### src/rtl/regfile_pkg.sv
// Shared constants for the soft-clear register file: default geometry,
// clear-FSM state encoding and the clear termination index.
package regfile_pkg;

   localparam int unsigned ADDR_W_DEF = 5;
   localparam int unsigned WIDTH_DEF  = 32;

   // Clear FSM encoding
   localparam logic [0:0] ST_IDLE  = 1'b0;
   localparam logic [0:0] ST_CLEAR = 1'b1;

   // Highest register index for a given address width; the clear stops here
   function automatic int unsigned last_index(input int unsigned aw);
      return (1 << aw) - 1;
   endfunction

   localparam int unsigned LAST_IDX_DEF = (1 << ADDR_W_DEF) - 1;

endpackage

### src/rtl/regfile_cell.sv
// One storage register of the register file: async active-low reset,
// write enable and a synchronous zero input that wins over the write.
module regfile_cell
   import regfile_pkg::*;
#(
   parameter int unsigned WIDTH = WIDTH_DEF
) (
   input  logic             clk_i,
   input  logic             rst_ni,
   input  logic             we_i,
   input  logic             zero_i,
   input  logic [WIDTH-1:0] d_i,
   output logic [WIDTH-1:0] q_o
);

   logic [WIDTH-1:0] data_q;
   logic [WIDTH-1:0] data_d;

   // Next value: clear has priority, then write, otherwise hold
   always_comb begin
      data_d = data_q;
      if (zero_i) begin
         data_d = '0;
      end else if (we_i) begin
         data_d = d_i;
      end
   end

   // Storage with asynchronous reset to zero
   always_ff @(posedge clk_i or negedge rst_ni) begin
      if (!rst_ni) begin
         data_q <= '0;
      end else begin
         data_q <= data_d;
      end
   end

   assign q_o = data_q;

endmodule

### src/rtl/regfile_clr.sv
// 2-read/1-write register file with a sequential soft-clear engine.
// Register 0 reads as zero. ClearAll zeroes r1..r(last), one per cycle,
// while Busy blocks writes and further clear requests.
// Optional build macro: REGFILE_BYPASS_EN (write-through read bypass).
module regfile_clr
   import regfile_pkg::*;
#(
   parameter int unsigned WIDTH  = WIDTH_DEF,
   parameter int unsigned ADDR_W = ADDR_W_DEF
) (
   input  logic              Clk,
   input  logic              Reset_n,
   input  logic [ADDR_W-1:0] ReadRegister1,
   input  logic [ADDR_W-1:0] ReadRegister2,
   output logic [WIDTH-1:0]  ReadData1,
   output logic [WIDTH-1:0]  ReadData2,
   input  logic [ADDR_W-1:0] WriteRegister,
   input  logic [WIDTH-1:0]  WriteData,
   input  logic              RegWrite,
   input  logic              ClearAll,
   output logic              Busy
);

   localparam int unsigned DEPTH = 1 << ADDR_W;
   localparam logic [ADDR_W-1:0] LAST_IDX = ADDR_W'(last_index(ADDR_W));
   localparam logic [ADDR_W-1:0] FIRST_IDX = ADDR_W'(1);

   logic [0:0]        state_q;
   logic [0:0]        state_d;
   logic [ADDR_W-1:0] ptr_q;
   logic [ADDR_W-1:0] ptr_d;

   logic [WIDTH-1:0]  regs [DEPTH];
   logic              wr_ok;
   logic              clearing;

   assign clearing = (state_q == ST_CLEAR);
   assign Busy     = clearing;
   assign wr_ok    = RegWrite && !clearing && (WriteRegister != '0);

   // Register 0 is a constant zero, never stored
   assign regs[0] = '0;

   genvar g;
   generate
      for (g = 1; g < DEPTH; g++) begin : g_cell
         logic we;
         logic zero;
         assign we   = wr_ok && (WriteRegister == ADDR_W'(g));
         assign zero = clearing && (ptr_q == ADDR_W'(g));

         regfile_cell #(
            .WIDTH (WIDTH)
         ) u_cell (
            .clk_i  (Clk),
            .rst_ni (Reset_n),
            .we_i   (we),
            .zero_i (zero),
            .d_i    (WriteData),
            .q_o    (regs[g])
         );
      end
   endgenerate

   // Clear FSM next state: IDLE waits for ClearAll, CLEAR walks the pointer
   always_comb begin
      state_d = state_q;
      ptr_d   = ptr_q;
      case (state_q)
         ST_IDLE: begin
            if (ClearAll) begin
               state_d = ST_CLEAR;
               ptr_d   = FIRST_IDX;
            end
         end
         ST_CLEAR: begin
            if (ptr_q == LAST_IDX) begin
               state_d = ST_IDLE;
               ptr_d   = FIRST_IDX;
            end else begin
               ptr_d = ptr_q + FIRST_IDX;
            end
         end
         default: begin
            state_d = ST_IDLE;
            ptr_d   = FIRST_IDX;
         end
      endcase
   end

   // Clear FSM state and pointer registers
   always_ff @(posedge Clk or negedge Reset_n) begin
      if (!Reset_n) begin
         state_q <= ST_IDLE;
         ptr_q   <= FIRST_IDX;
      end else begin
         state_q <= state_d;
         ptr_q   <= ptr_d;
      end
   end

   // Combinational read ports; address 0 resolves to the constant zero entry
   always_comb begin
      ReadData1 = regs[ReadRegister1];
      ReadData2 = regs[ReadRegister2];
`ifdef REGFILE_BYPASS_EN
      // wr_ok already excludes address 0, so r0 keeps reading zero
      if (wr_ok && (ReadRegister1 == WriteRegister)) begin
         ReadData1 = WriteData;
      end
      if (wr_ok && (ReadRegister2 == WriteRegister)) begin
         ReadData2 = WriteData;
      end
`endif
   end

endmodule

### config.mk
export PLATFORM = sky130hd
export DESIGN_NAME = regfile_clr
export DESIGN_NICKNAME = d
export VERILOG_FILES = /design/src/rtl/regfile_pkg.sv /design/src/rtl/regfile_cell.sv /design/src/rtl/regfile_clr.sv
export SDC_FILE = /design/constraint.sdc
export NUM_CORES = 2
export LEC_CHECK = 0
export CORE_ASPECT_RATIO = 1.1
export CORE_UTILIZATION = 50
export DETAILED_ROUTE_END_ITERATION = 6
export GPL_TIMING_DRIVEN = 0
export PLACE_DENSITY = 0.74
export SYNTH_ARGS = -nofsm -noshare
export SYNTH_HDL_FRONTEND = slang
export SYNTH_SLANG_ARGS = --single-unit
### constraint.sdc
create_clock -name Clk -period 5.8 [get_ports Clk]
set_clock_uncertainty 0.05 [all_clocks]
set_input_delay 1.74 -clock Clk [delete_from_list [all_inputs] [get_ports Clk]]
set_output_delay 1.74 -clock Clk [all_outputs]
set_load 0.05 [all_outputs]
==> impl_metrics.ini <==
[worst_setup_path]
cp-start-kind = input pin
r2r_slack_ns = 1.97
critPathMaxFanout = 10
cp.required_ns = 4.01
end_kind = output port
reg2reg_depth = 7
crit_type = in2out
arrival_ns = 4.21
rr_endpoint = g_cell[8].u_cell.q_o[8]
r2r-start = Busy

[grt]
grt_max_degree = 125
grt_pass1_vias = 41900
track_usage_pct = 39.8
grt_pass1_wl_um = 299000
antenna_found_initial = 16
gr-total-overflow = 0

[floorplanning]
fp-row-count = 123
fp.coreArea_um2 = 102000
die-area_um2 = 105000
die_x_um = 309
die_h_um = 340
io_pins = 116
start_util_pct = 50.6

[hold_path]
hold_path_startpoint = g_cell[13].u_cell.q_o[19]
min_to = g_cell[13].u_cell.q_o[19]
min_path_type = reg2reg
hold_depth = 1

[pwr]
finalPower_mw = 18.7
power.leakage_nw = 26.7
cellPowerDensity_nw_per_um2 = 311
vdd_drop_max_v = 0.000239

[synth]
synth-seq-cells = 998
ys_seq_area_share_pct = 48.2
yosysWarnings = 0
netlist_area_um2 = 51800
ys_types = 36
postSynthAreaPerCell_um2 = 13.7
synthCells = 3778
syn_nets = 3836

[timing]
slew_violations = 42
setup_viol = 42
tightest_slew_ns = 1.66
fin_crit_sh_pct = 104
timing.setup.tns_ns = -3.27
rsz0062_at_grt = true
relSlewSlack_pct = -10.7
hold_viol = 0
finalWorstSetupSlack_ns = -0.203
fmax_mhz = 167
fin_crit_ns = 6.00

[placed_design]
dp_hpwl_um = 142000
place.gp.congestion = 1.02
io_buffers = 105

[route]
drt-initial-drc-count = 6622
wirelength_um = 209000
drc = 2
post_drt_wl_per_cell_um = 38.1
dr_total_vias = 42300
ant_nets = 0
drt_pre_antenna_iters = 7
routed_via_density = 7.72

[layout]
synthToLayoutAreaGrowth_pct = 16.1
drive_gt1_share_pct = 29.1
nFillCells = 8052
nets = 4064
layout_common_cells = a22o_1, dfrtp_1, mux4_2
final_common_cell = a22o_1

[clock_tree]
htreeDepth = 3
cts_tree = yes
cts_buffers = 104
root_buffer = clkbuf_16
cts.sinks = 998
clock_latency_ns = 0.69
clock_path_buffers = 3
clk_pin_slew_worst_paths_ns = 0.07

[status]
violations = design-rule violations, max-capacitance violations, max-slew violations, negative setup slack
status = finished, violations left

[run]
maxCapViolCount = 9
logic make-up after synthesis:
kind of cell / count (synthesis) / synth area share (%)
AO/OA/AOI/OAI: 1478 / 23.6
flip-flops: 998 / 48.2
multiplexers: 642 / 21.8
buffers and inverters: 510 / 4.12
AND/OR/NAND/NOR: 143 / 2.08
adder cells (fa/ha/maj): 7 / 0.169
metal layers:
metal | up-vias | GRT usage, % | part of all wire, %
met5 | - | 1.69 | 0.21
met4 | 26 | 27.0 | 8.0
met3 | 958 | 19.0 | 15
met2 | 3762 | 55.6 | 43
met1 | 21700 | 48.3 | 34
li1 | 15900 | - | -
report_power, final:
part | internal, mW | switching, mW
Combinational | 1.26 | 2.18
Clock | 4.24 | 3.11
Sequential | 7.47 | 0.452
Total | 13.0 | 5.75
metrics by stage:
stage	cells	hold slack (ns)	setup slack, ns	area [µm²]	utilization (%)
2_1_floorplan	3778	0.427	0.271	52200	-
3_3_place_gp	5258	0.443	-42.08	54900	53.6
3_5_place_dp	5269	0.446	-2.24	55200	53.9
4_1_cts	5467	0.467	-0.0943	59800	58.3
5_1_grt	5476	0.476	-0.135	60200	58.7
6_report	5484	0.466	-0.203	60200	58.7
cells in the mapped netlist:
library cell / n / area (µm²)
o21ai_0: 68 / 340
inv_1: 6 / 22.5
nor2_1: 9 / 33.8
nor3_2: 12 / 120
a21oi_1: 28 / 140
nand2_2: 1 / 6.26
o22ai_1: 64 / 400
nor3_1: 3 / 15.0
a22o_1: 1183 / 10400
ha_1: 7 / 87.6
or2_1: 1 / 6.26
nor3_4: 10 / 163
nand2_1: 8 / 30.0
o31ai_1: 66 / 495
nor4_2: 4 / 50.1
mux2i_1: 195 / 1950
a211oi_1: 64 / 480
clkbuf_1: 345 / 1290
buf_4: 12 / 90.1
and3_1: 5 / 31.3
nor2b_1: 9 / 56.3
mux4_2: 384 / 8650
mux2_2: 63 / 709
dfrtp_1: 997 / 24900
nand2b_1: 8 / 50.1
and2_1: 67 / 419
nor4_4: 3 / 63.8
buf_6: 1 / 11.3
a21oi_2: 4 / 35.0
a31oi_1: 1 / 6.26
nand4_1: 1 / 6.26
buf_1: 10 / 37.5
nand3b_4: 1 / 20.0
dfstp_2: 1 / 26.3
or3b_1: 1 / 8.76
buf_2: 136 / 681
state kept, by name (all words and copies together), names as in the netlist:
register           count
g_cell.u_cell.q_o    992
ptr_q                  5
Busy                   1
worst max-delay path, cell delays in order:
cell and delay (ns):
buf_1 0.75, buf_8 0.27, clkdlybuf4s15_1 0.84, o31ai_2 0.21, clkdlybuf4s15_2 0.38
worst max-delay path by stage:
stage / startpoint / to / slack, ns / depth (start not counted)
final: ReadRegister1[4] / ReadData1[11] / -0.20 / 5
after global placement: Reset_n / g_cell[6].u_cell.q_o[13] / -42.08 / 1
after floorplan: ReadRegister1[0] / ReadData1[21] / 0.27 / 8
after global routing: ReadRegister1[4] / ReadData1[12] / -0.14 / 6
after detailed placement: ReadRegister1[1] / ReadData1[27] / -2.24 / 8
after CTS: ReadRegister2[3] / ReadData2[12] / -0.09 / 7
final cells by class:
cell class / count / area [µm²] / share of cell area (%)
multi-input combinational: 2270 / 25800 / 42.9
sequential: 998 / 25000 / 41.5
clock buffer: 139 / 2970 / 4.93
buffer: 502 / 2730 / 4.53
tap: 1375 / 1720 / 2.86
timing repair buffer: 124 / 1160 / 1.94
clock inverter: 56 / 738 / 1.23
antenna: 14 / 35.0 / 0.0582
inverter: 6 / 30.0 / 0.0499
timing repair:
| item | CTS | global route |
|---|---|---|
| pin swaps | 7 | 12 |
| resized for setup | 739 | 129 |
| hold buffers | 0 | 0 |
| setup buffers | 5 | 0 |
| endpoints found under the setup margin | 64 | 61 |
(Power assumes the default switching activity.)
